[config.mk]
export PLATFORM = sky130hd
export DESIGN_NAME = fwd_operand_stage
export DESIGN_NICKNAME = d
export VERILOG_FILES = /design/src/rtl/fwd_operand_stage.sv
export SDC_FILE = /design/constraint.sdc
export NUM_CORES = 1
export LEC_CHECK = 0
export ABC_CLOCK_PERIOD_IN_PS = 3600
export CAP_MARGIN = 20
export CORE_UTILIZATION = 44
export DETAILED_ROUTE_END_ITERATION = 16
export PLACE_DENSITY = 0.93
export SYNTH_ARGS = -nofsm -noshare
export SYNTH_HDL_FRONTEND = slang
export SYNTH_SLANG_ARGS = --single-unit
[constraint.sdc]
create_clock -name clk -period 3.6 [get_ports clk]
set_input_delay 0.54 -clock clk [delete_from_list [all_inputs] [get_ports clk]]
set_output_delay 0.54 -clock clk [all_outputs]
set_load 0.05 [all_outputs]
[src/rtl/fwd_operand_stage.sv]
// fwd_operand_stage: operand forwarding select plus the EX-input register stage.
// For rs1 and rs2 it independently picks the register file, EX/MEM, MEM/WB or
// a hard zero. The chosen operands and selects are then registered into EX
// under rst/flush/stall control.
// Optional feature: define FWD_LOAD_USE_DET_EN to enable load-use detection.
// This adds the LU_WAIT state, the stall_req output and the saturating
// lu_bubbles counter. Without it, those outputs are tied to zero.

module fwd_operand_stage #(
    parameter int XLEN = 32,
    parameter int RAW  = 5,
    parameter int CNTW = 16
) (
    input  logic            clk,
    input  logic            rst,
    input  logic            in_valid,
    input  logic            stall,
    input  logic            flush,
    input  logic [RAW-1:0]  rs1,
    input  logic [RAW-1:0]  rs2,
    input  logic [XLEN-1:0] rf_rd1,
    input  logic [XLEN-1:0] rf_rd2,
    input  logic [RAW-1:0]  exm_rd,
    input  logic            exm_wen,
    input  logic            exm_is_load,
    input  logic [XLEN-1:0] exm_data,
    input  logic [RAW-1:0]  mwb_rd,
    input  logic            mwb_wen,
    input  logic [XLEN-1:0] mwb_data,
    output logic            out_valid,
    output logic [XLEN-1:0] op_a,
    output logic [XLEN-1:0] op_b,
    output logic [1:0]      sel_a,
    output logic [1:0]      sel_b,
    output logic            stall_req,
    output logic [CNTW-1:0] lu_bubbles
);

    localparam logic [1:0] SEL_RF   = 2'b00;
    localparam logic [1:0] SEL_EXM  = 2'b01;
    localparam logic [1:0] SEL_MWB  = 2'b10;
    localparam logic [1:0] SEL_ZERO = 2'b11;

    logic [1:0]      selA_d, selB_d;
    logic [XLEN-1:0] opA_d, opB_d;
    logic [1:0]      selA_q, selB_q;
    logic [XLEN-1:0] opA_q, opB_q;
    logic            outValid_q;
    logic            insertBubble;

    // The first matching rule wins: x0 reads zero, then the younger EX/MEM result, then MEM/WB.
    function automatic logic [1:0] pickSel(
        input logic [RAW-1:0] rs,
        input logic           exWen,
        input logic [RAW-1:0] exRd,
        input logic           wbWen,
        input logic [RAW-1:0] wbRd
    );
        logic [1:0] sel;
        sel = SEL_RF;
        if (rs == '0) begin
            sel = SEL_ZERO;
        end else if (exWen && (exRd == rs)) begin
            sel = SEL_EXM;
        end else if (wbWen && (wbRd == rs)) begin
            sel = SEL_MWB;
        end
        return sel;
    endfunction

    // Turn a select code into the operand value that gets forwarded.
    function automatic logic [XLEN-1:0] muxData(
        input logic [1:0]      sel,
        input logic [XLEN-1:0] rfData,
        input logic [XLEN-1:0] exData,
        input logic [XLEN-1:0] wbData
    );
        logic [XLEN-1:0] val;
        case (sel)
            SEL_EXM:  val = exData;
            SEL_MWB:  val = wbData;
            SEL_ZERO: val = '0;
            default:  val = rfData;
        endcase
        return val;
    endfunction

    // Combinational forwarding for both operands, feeding the EX registers.
    always_comb begin
        selA_d = pickSel(rs1, exm_wen, exm_rd, mwb_wen, mwb_rd);
        selB_d = pickSel(rs2, exm_wen, exm_rd, mwb_wen, mwb_rd);
        opA_d  = muxData(selA_d, rf_rd1, exm_data, mwb_data);
        opB_d  = muxData(selB_d, rf_rd2, exm_data, mwb_data);
    end

`ifdef FWD_LOAD_USE_DET_EN
    typedef enum logic {RUN, LU_WAIT} state_e;

    state_e          state_q, state_d;
    logic [CNTW-1:0] bubbles_q;
    logic            hazard;

    localparam logic [CNTW-1:0] CNT_MAX = '1;

    assign hazard = in_valid && exm_is_load && exm_wen && (exm_rd != '0) &&
                    ((exm_rd == rs1) || (exm_rd == rs2));

    // A bubble is inserted only from RUN. Flush and stall both take priority over it.
    assign insertBubble = (state_q == RUN) && hazard && !stall && !flush;
    assign stall_req    = insertBubble;
    assign lu_bubbles   = bubbles_q;

    // Next-state logic: enter LU_WAIT for one cycle after a bubble. Flush always returns to RUN.
    always_comb begin
        state_d = state_q;
        if (flush) begin
            state_d = RUN;
        end else if (!stall) begin
            case (state_q)
                RUN:     state_d = insertBubble ? LU_WAIT : RUN;
                LU_WAIT: state_d = RUN;
                default: state_d = RUN;
            endcase
        end
    end

    // State register and saturating bubble counter.
    always_ff @(posedge clk) begin
        if (rst) begin
            state_q   <= RUN;
            bubbles_q <= '0;
        end else begin
            state_q <= state_d;
            if (insertBubble && (bubbles_q != CNT_MAX)) begin
                bubbles_q <= bubbles_q + 1'b1;
            end
        end
    end
`else
    logic unusedLoad;

    assign unusedLoad   = exm_is_load;
    assign insertBubble = 1'b0;
    assign stall_req    = 1'b0;
    assign lu_bubbles   = '0;
`endif

    // EX input registers. Priority is rst, then flush, then stall (hold), then bubble, then capture.
    always_ff @(posedge clk) begin
        if (rst) begin
            outValid_q <= 1'b0;
            opA_q      <= '0;
            opB_q      <= '0;
            selA_q     <= SEL_RF;
            selB_q     <= SEL_RF;
        end else if (flush) begin
            outValid_q <= 1'b0;
            opA_q      <= '0;
            opB_q      <= '0;
            selA_q     <= SEL_RF;
            selB_q     <= SEL_RF;
        end else if (stall) begin
            outValid_q <= outValid_q;
        end else if (insertBubble) begin
            outValid_q <= 1'b0;
            opA_q      <= '0;
            opB_q      <= '0;
            selA_q     <= SEL_RF;
            selB_q     <= SEL_RF;
        end else begin
            outValid_q <= in_valid;
            opA_q      <= opA_d;
            opB_q      <= opB_d;
            selA_q     <= selA_d;
            selB_q     <= selB_d;
        end
    end

    assign out_valid = outValid_q;
    assign op_a      = opA_q;
    assign op_b      = opB_q;
    assign sel_a     = selA_q;
    assign sel_b     = selB_q;

endmodule
==> results of run 1 <==
## power groups by stage
stage,registers (mW),clock network [mW],logic (mW)
floorplan,0.938,0,0.229
global placement,0.828,0,0.606
detailed placement,0.829,0,0.617
CTS,0.812,0.765,0.619
global route,0.816,0.796,0.660
finish,0.812,0.752,0.619
## cells by family after synthesis
kind of cell,count (synthesis),share of synthesized area
flops,69,0.2946
other cells,1,0.0007999
mux,65,0.1388
xor+xnor,20,0.03736
compound gates,202,0.2370
simple gates,149,0.1516
buf+inv,133,0.1398
## per-layer routing
metal / up-vias / GRT usage
met5: - / 0
met1: 2420 / 0.3065
li1: 2590 / -
met3: 26 / 0.06494
met2: 265 / 0.5009
met4: 0 / 0.1087
## critical path: cells and delay by family
family / cells / cell delay, ps
AOI/OAI and AO/OA: 1 / 110
xor gates and xnor gates: 1 / 200
muxes: 1 / 250
buffers and inverters: 2 / 780
and+or+nand+nor: 2 / 890
## registers in the layout, summed over array words and instances (netlist names)
signal     count
out_valid      1
op_b          32
sel_a          2
sel_b          2
op_a          32
## area by class of cell
cell class,count,area share
Clock buffer,11,0.02133
Clock inverter,5,0.01163
Inverter,65,0.03437
Multi-Input combinational cell,453,0.3841
Sequential cell,69,0.1946
Tap cell,136,0.02397
Timing Repair Buffer,235,0.3300
## path summary, 6_finish.rpt
kind                 start        to  cells after the start
setup reg to reg  op_b[19]  op_b[19]                      4
hold reg to reg   sel_b[0]  sel_b[0]                      1
hold / removal    sel_b[0]  sel_b[0]                      1
setup / recovery    rs2[0]  op_b[18]                      7
## placed cells by master (no fill, tap or decap), types with 3 or more instances in the layout
cell type        Yosys  final
clkdlybuf4s50_1      0    222
dfxtp_1             69     69
nand2_1             68     68
a21oi_1             66     66
mux2i_1             65     65
inv_1               64     64
a31oi_1             64     64
o21ai_0             61     61
nor3_1              49     47
and3_1              19     17
conb_1               1     17
xnor2_1             12     12
clkbuf_8             0     11
buf_4               19     10
xor2_1               8      8
o21ai_1              7      7
nor2_1               4      4
clkinvlp_4           0      3
==> impl_metrics.yaml, run 1 <==
status:
  status: "complete, no violations"
yosys:
  yosysTopAreaCell: "dfxtp_1"
  ys_seq_elements: 69
  synth_common_cells: "dfxtp_1 (69), nand2_1 (68), a21oi_1 (66), mux2i_1 (65)"
  avgSynthCellArea_sq_um: 7.337
  ys_seq_area_frac: 0.2946
  synth_ff_type: "dfxtp_1"
  async_flop_share: 0
  yosysWarnings: 0
  synth_edf_count: 0
  synth_cell_types: 27
  synth_most_common_cell: "dfxtp_1"
  netlist_top_cells_area: "dfxtp_1 (29%), mux2i_1 (14%), a31oi_1 (8.5%)"
  synth_top_area_share: 0.2946
  syn_inst: 639
  netlist_area_sq_mm: 0.004688
cts:
  cts_resized: 0
  hold_buffers: 0
  cts-buffers-inserted: 9
  cts-root-buf: "clkbuf_8"
  clk_pin_slew_ps: 80
  cts_buffer_depth: 2
  cts_setup_buffers: 0
  h-tree-depth: 3
  cts.sinks: 69
  cts_tree: "built"
  clk_latency_ps: 330
floorplan:
  core-area_sq_mm: 0.01032
  rows: 37
  initial_core_util: 0.4541
  die_h_um: 105.2
  die-area_sq_mm: 0.01107
  die-width_um: 105.2
  ios: 242
timing:
  finalCritPeriodShare: 0.7161
  holdWs_ps: 481.8
  finalHoldViolCount: 0
  report.final.slew_viol_count: 0
  layout_setup_ws_ps: 1022
  post-route-min-period_ps: 2578
  grt_setup_unrepaired: "false"
  max_freq_mhz: 387.9
  fin_worst_skew_ps: 0
  slew_headroom: 0.3386
  worst_pin_slew_ps: 992.1
  setup_tns_ps: 0
  setup_viol: 0
critical_path:
  critical_path_class: "in -> reg"
  worst_ep_required_time_ps: 3820
  cp_data_arrival_time_ps: 2800
  start_kind: "input pin"
  critPathMaxFanout: 18
  slowest_stage: "and3_2"
  crit_path_max_incr_delay_ps: 610
  end_kind: "flip-flop"
  reg2reg_slack_ps: 2620
  path_cells: "clkdlybuf4s50_1 -> xor2_1 -> nor4_1 -> and3_2 -> buf_12 -> mux2i_1 -> o21ai_0"
pwr:
  powerDensity_mw_per_mm2: 307.5
  switching_power_mw: 0.6875
  p_sw_frac: 0.3149
  p_leak_nw: 2.412
  p_total_mw: 2.183
  p_clk_frac: 0.344
  peakVddDrop_mv: 0.1889
  seqPwrFrac: 0.372
  power_frac_comb: 0.284
  internal-power_mw: 1.495
final_layout:
  multi_input_area_sq_mm: 0.002726
  num_antenna_cells: 0
  area_growth_pct: 51.40
  drive_above_1_share: 0.04654
  utilization: 0.6876
  nets: 989
  fill_cells: 846
  stdcell_area_sq_mm: 0.007098
  finalNonFillerCells: 974
  seqCellArea_sq_mm: 0.001381
global_routing:
  grt_pass1_vias: 5143
  grt_pass1_wl_mm: 24.43
  antenna_found_initial: 0
  grt_max_degree: 85
  overflow: 0
  grt_usage: 0.2750
route:
  final_antenna_net_count: 0
  drc_errors: 0
  wl_per_cell_um: 15.62
  met1Wirelength_mm: 6.041
  drt-total-wl_mm: 15.22
  dr_wl_met3_mm: 1.176
  drt_iter0_markers: 285
  dr.pass1.iters: 5
  dr_wl_met2_mm: 7.687
  top_layer_used: "met4"
  vias_per_cell: 5.443
  num_vias: 5301
placement:
  place_congestion: 0.8610
  dp.cells: 958
  dp_slack_ps: 687.2
  place_area_sq_mm: 0.006864
  hpwlAfterDp_mm: 11.15
  port_buffers: 223
worst_hold_path:
  hp-class: "reg -> reg"
job:
  drv_cap: 0
No activity file was read; power rests on OpenSTA's default activity.
==> run 2, diff against run 1 <==
==> config.mk (replaced) <==
export PLATFORM = sky130hd
export DESIGN_NAME = fwd_operand_stage
export DESIGN_NICKNAME = d
export VERILOG_FILES = /design/src/rtl/fwd_operand_stage.sv
export SDC_FILE = /design/constraint.sdc
export NUM_CORES = 1
export LEC_CHECK = 0
export ABC_CLOCK_PERIOD_IN_PS = 2610
export CAP_MARGIN = 20
export CORE_UTILIZATION = 41
export DETAILED_ROUTE_END_ITERATION = 16
export PLACE_DENSITY = 0.88
export SYNTH_ARGS = -nofsm -noshare
export SYNTH_HDL_FRONTEND = slang
export SYNTH_SLANG_ARGS = --single-unit
==> constraint.sdc (replaced) <==
create_clock -name clk -period 2.61 [get_ports clk]
set_input_delay 0.3915 -clock clk [delete_from_list [all_inputs] [get_ports clk]]
set_output_delay 0.3915 -clock clk [all_outputs]
set_load 0.05 [all_outputs]
==> impl_metrics.yaml, run 2 (synthesized netlist as in run 1, its figures left out) <==
route:
  final_antenna_net_count: 0
  drc_errors: 0
  drt_iter0_markers: 365
  dr.pass1.iters: 5
  drt-total-wl_mm: 15.35
  num_vias: 5355
  wl_per_cell_um: 15.67
  vias_per_cell: 5.464
timing:
  fin_worst_skew_ps: 0
  max_freq_mhz: 479.3
  setup_tns_ps: 0
  finalCritPeriodShare: 0.7993
  slew_headroom: 0.6303
  report.final.slew_viol_count: 0
  post-route-min-period_ps: 2086
  finalHoldViolCount: 0
  worst_pin_slew_ps: 552.8
  setup_viol: 0
  grt_setup_unrepaired: "false"
  holdWs_ps: 476.4
critical_path:
  critPathMaxFanout: 32
  critical_path_class: "in -> reg"
  path_cells: "clkdlybuf4s50_1 -> or4_4 -> nor2_4 -> nor3_2 -> buf_4 -> a31oi_1 -> o21ai_0"
  slowest_stage: "or4_4"
  cp_data_arrival_time_ps: 2280
  end_kind: "flip-flop"
  start_kind: "input pin"
  worst_ep_required_time_ps: 2800
  crit_path_max_incr_delay_ps: 560
floorplan:
  ios: 242
  initial_core_util: 0.4269
  die-area_sq_mm: 0.01187
  rows: 38
  die-width_um: 108.9
  die_h_um: 108.9
  core-area_sq_mm: 0.01098
status:
  status: "complete, no violations"
cts:
  cts-root-buf: "clkbuf_16"
  cts_tree: "built"
  cts_buffer_depth: 2
  cts_setup_buffers: 0
  cts-buffers-inserted: 9
  h-tree-depth: 3
  clk_latency_ps: 320
  cts.sinks: 69
  hold_buffers: 0
  cts_resized: 0
  clk_pin_slew_ps: 50
global_routing:
  grt_usage: 0.2597
  grt_max_degree: 113
  grt_pass1_wl_mm: 23.98
  overflow: 0
  grt_pass1_vias: 5134
  antenna_found_initial: 0
final_layout:
  multi_input_area_sq_mm: 0.002726
  final_cell_mix: "clkdlybuf4s50_1 (222), dfxtp_1 (69), nand2_1 (68), a21oi_1 (66), mux2i_1 (65)"
  num_antenna_cells: 0
  area_growth_pct: 53.99
  seqCellArea_sq_mm: 0.001381
  nets: 991
  utilization: 0.6573
  finalNonFillerCells: 980
  drive_above_1_share: 0.04405
  final_common_cell: "clkdlybuf4s50_1"
  fill_cells: 935
pwr:
  p_total_mw: 3.120
  p_leak_nw: 2.464
  powerDensity_mw_per_mm2: 432.2
  peakVddDrop_mv: 0.2747
placement:
  place_congestion: 0.7943
  dp.cells: 964
  port_buffers: 223
  hpwlAfterDp_mm: 10.99
job:
  drv_cap: 0
worst_hold_path:
  hp-class: "reg -> reg"
[run 2: final timing paths]
path,startpoint,to,slack (ps),cells after the start
worst max register to register,op_a[7],op_a[7],1680,4
worst min-delay path,sel_b[0],sel_b[0],480,1
worst max-delay path,rs1[4],op_a[7],520,7
worst min register to register,sel_b[0],sel_b[0],480,1
[run 2: critical path, delay by kind of cell]
kind | cells | cell delay [ps]
buffers and inverters | 2 | 740
AOI/OAI and AO/OA | 2 | 380
and+or+nand+nor | 3 | 740
[run 2: per-stage QoR]
stage               cell area, sq um  worst slack, ps
floorplan                       4748            935.4
global placement                6947            288.3
detailed placement              6947            232.8
CTS                             7219            580.2
global route                    7219            447.2
finish                          7219            523.8
[run 2: final cells by class]
cell class                 count  area share
timing repair buffer         237      0.3352
inverter                      65     0.03380
tap                          140     0.02426
multi-input combinational    453      0.3776
clock buffer                  15     0.03709
sequential                    69      0.1913
clock inverter                 1   0.0006932
[run 2: power by group]
group | switching, mW | internal, mW
sequential | 0.0236 | 1.10
clock | 0.439 | 0.696
combinational | 0.480 | 0.384
total | 0.943 | 2.18
[run 2: layer usage]
metal / track usage / up-vias / routed length (um)
met1: 0.2876 / 2422 / 5870
met2: 0.4820 / 314 / 7702
met5: 0 / - / 0
met4: 0.09749 / 0 / 316
li1: - / 2595 / -
met3: 0.05320 / 24 / 1463
==> run 3, diff against run 2 <==
--- a/config.mk
+++ b/config.mk
@@ -5,7 +5,7 @@
 export SDC_FILE = /design/constraint.sdc
 export NUM_CORES = 1
 export LEC_CHECK = 0
-export ABC_CLOCK_PERIOD_IN_PS = 2610
+export ABC_CLOCK_PERIOD_IN_PS = 2100
 export CAP_MARGIN = 20
 export CORE_UTILIZATION = 41
 export DETAILED_ROUTE_END_ITERATION = 16
==> constraint.sdc (replaced) <==
create_clock -name clk -period 2.1 [get_ports clk]
set_input_delay 0.315 -clock clk [delete_from_list [all_inputs] [get_ports clk]]
set_output_delay 0.315 -clock clk [all_outputs]
set_load 0.05 [all_outputs]
==> impl_metrics.yaml, run 3 (synthesized netlist as in run 1, its figures left out) <==
status:
  status: "complete, no violations"
floorplan:
  core-area_sq_mm: 0.01098
  die-width_um: 108.9
  ios: 242
  rows: 38
  die-area_sq_mm: 0.01187
  die_h_um: 108.9
  initial_core_util: 0.4269
final_layout:
  nets: 1005
  final_common_cell: "clkdlybuf4s50_1"
  final_cell_mix: "clkdlybuf4s50_1 (222), dfxtp_1 (69), nand2_1 (68), a21oi_1 (66), mux2i_1 (65)"
  stdcell_area_sq_mm: 0.007407
  area_growth_pct: 57.99
  fill_cells: 865
  drive_above_1_share: 0.06440
critical_path:
  critPathMaxFanout: 16
  start_kind: "input pin"
  cp_data_arrival_time_ps: 2120
  crit_path_max_incr_delay_ps: 490
  cp_top_family: "buffers and inverters"
  critical_path_class: "in -> reg"
  slowest_stage: "clkdlybuf4s50_1"
  path_cells: "clkdlybuf4s50_1 -> xor2_1 -> nor4_1 -> and3_2 -> buf_12 -> mux2i_1 -> o21ai_0"
  end_kind: "flip-flop"
  worst_ep_required_time_ps: 2300
  critPathBufInv: 2
timing:
  fin_worst_skew_ps: 0
  setup_tns_ps: 0
  grt_setup_unrepaired: "false"
  holdWs_ps: 478.8
  max_freq_mhz: 519.7
  post-route-min-period_ps: 1924
  report.final.slew_viol_count: 0
  finalCritPeriodShare: 0.9163
  slew_headroom: 0.5581
  setup_viol: 0
  finalHoldViolCount: 0
  worst_pin_slew_ps: 662.8
global_routing:
  overflow: 0
  grt_max_degree: 70
  grt_pass1_vias: 5113
  grt_usage: 0.2541
  antenna_found_initial: 0
  grt_pass1_wl_mm: 23.73
cts:
  cts-buffers-inserted: 9
  cts_setup_buffers: 0
  cts_buffer_depth: 2
  h-tree-depth: 3
  clk_latency_ps: 320
  cts-root-buf: "clkbuf_16"
  clk_pin_slew_ps: 60
  cts_tree: "built"
  cts_resized: 0
  hold_buffers: 0
  cts.sinks: 69
worst_hold_path:
  hp-class: "reg -> reg"
pwr:
  peakVddDrop_mv: 0.4247
  p_leak_nw: 2.556
  powerDensity_mw_per_mm2: 528.7
route:
  wl_per_cell_um: 15.73
  drt_iter0_markers: 371
  final_antenna_net_count: 0
  drt-total-wl_mm: 15.65
  dr.pass1.iters: 5
  drc_errors: 0
  vias_per_cell: 5.446
  num_vias: 5419
job:
  drv_cap: 0
placement:
  port_buffers: 223
  hpwlAfterDp_mm: 11.67
  place_congestion: 0.8109
  place_area_sq_mm: 0.007127
## run 3: where the power goes
part | total, mW | switching, mW | internal, mW
Combinational | 1.10 | 0.606 | 0.499
Clock | 1.42 | 0.590 | 0.828
Sequential | 1.39 | 0.0303 | 1.36
Total | 3.92 | 1.23 | 2.69
## run 3: path summary, 6_finish.rpt
check | start | to | slack, ps | cells after the start
max | mwb_rd[4] | op_a[1] | 180 | 7
min | sel_a[0] | sel_a[0] | 480 | 1
max reg2reg | op_b[15] | op_b[15] | 1180 | 4
min reg2reg | sel_a[0] | sel_a[0] | 480 | 1
## run 3: through the flow
stage | setup WS [ps] | power [mW] | cells | utilization
final | 175.8 | 3.916 | 995 | 0.6744
after global routing | 103.0 | 4.061 | 994 | 0.6742
after CTS | 198.9 | 3.936 | 994 | 0.6742
after detailed placement | -140.4 | 2.518 | 978 | 0.6489
after global placement | -83.85 | 2.497 | 978 | 0.6489
after floorplan | 501.9 | 2.001 | 655 | -
## run 3: cell type report
cell class | count | area, sq um | area share
antenna | 1 | 2.502 | 0.0003378
clock buffer | 10 | 239.0 | 0.03226
clock inverter | 6 | 38.79 | 0.005236
inverter | 65 | 244.0 | 0.03294
multi-input combinational | 453 | 2726 | 0.3681
sequential | 69 | 1381 | 0.1865
tap | 140 | 175.2 | 0.02365
timing repair buffer | 251 | 2600 | 0.3510
## run 3: per-layer routing
metal	vias up	track usage	share of wire	wire [um]
met2	302	0.4641	0.50	7874
li1	2627	-	-	-
met3	24	0.05738	0.094	1473
met4	0	0.09846	0.017	261
met5	-	0	0	0
met1	2466	0.2834	0.39	6041
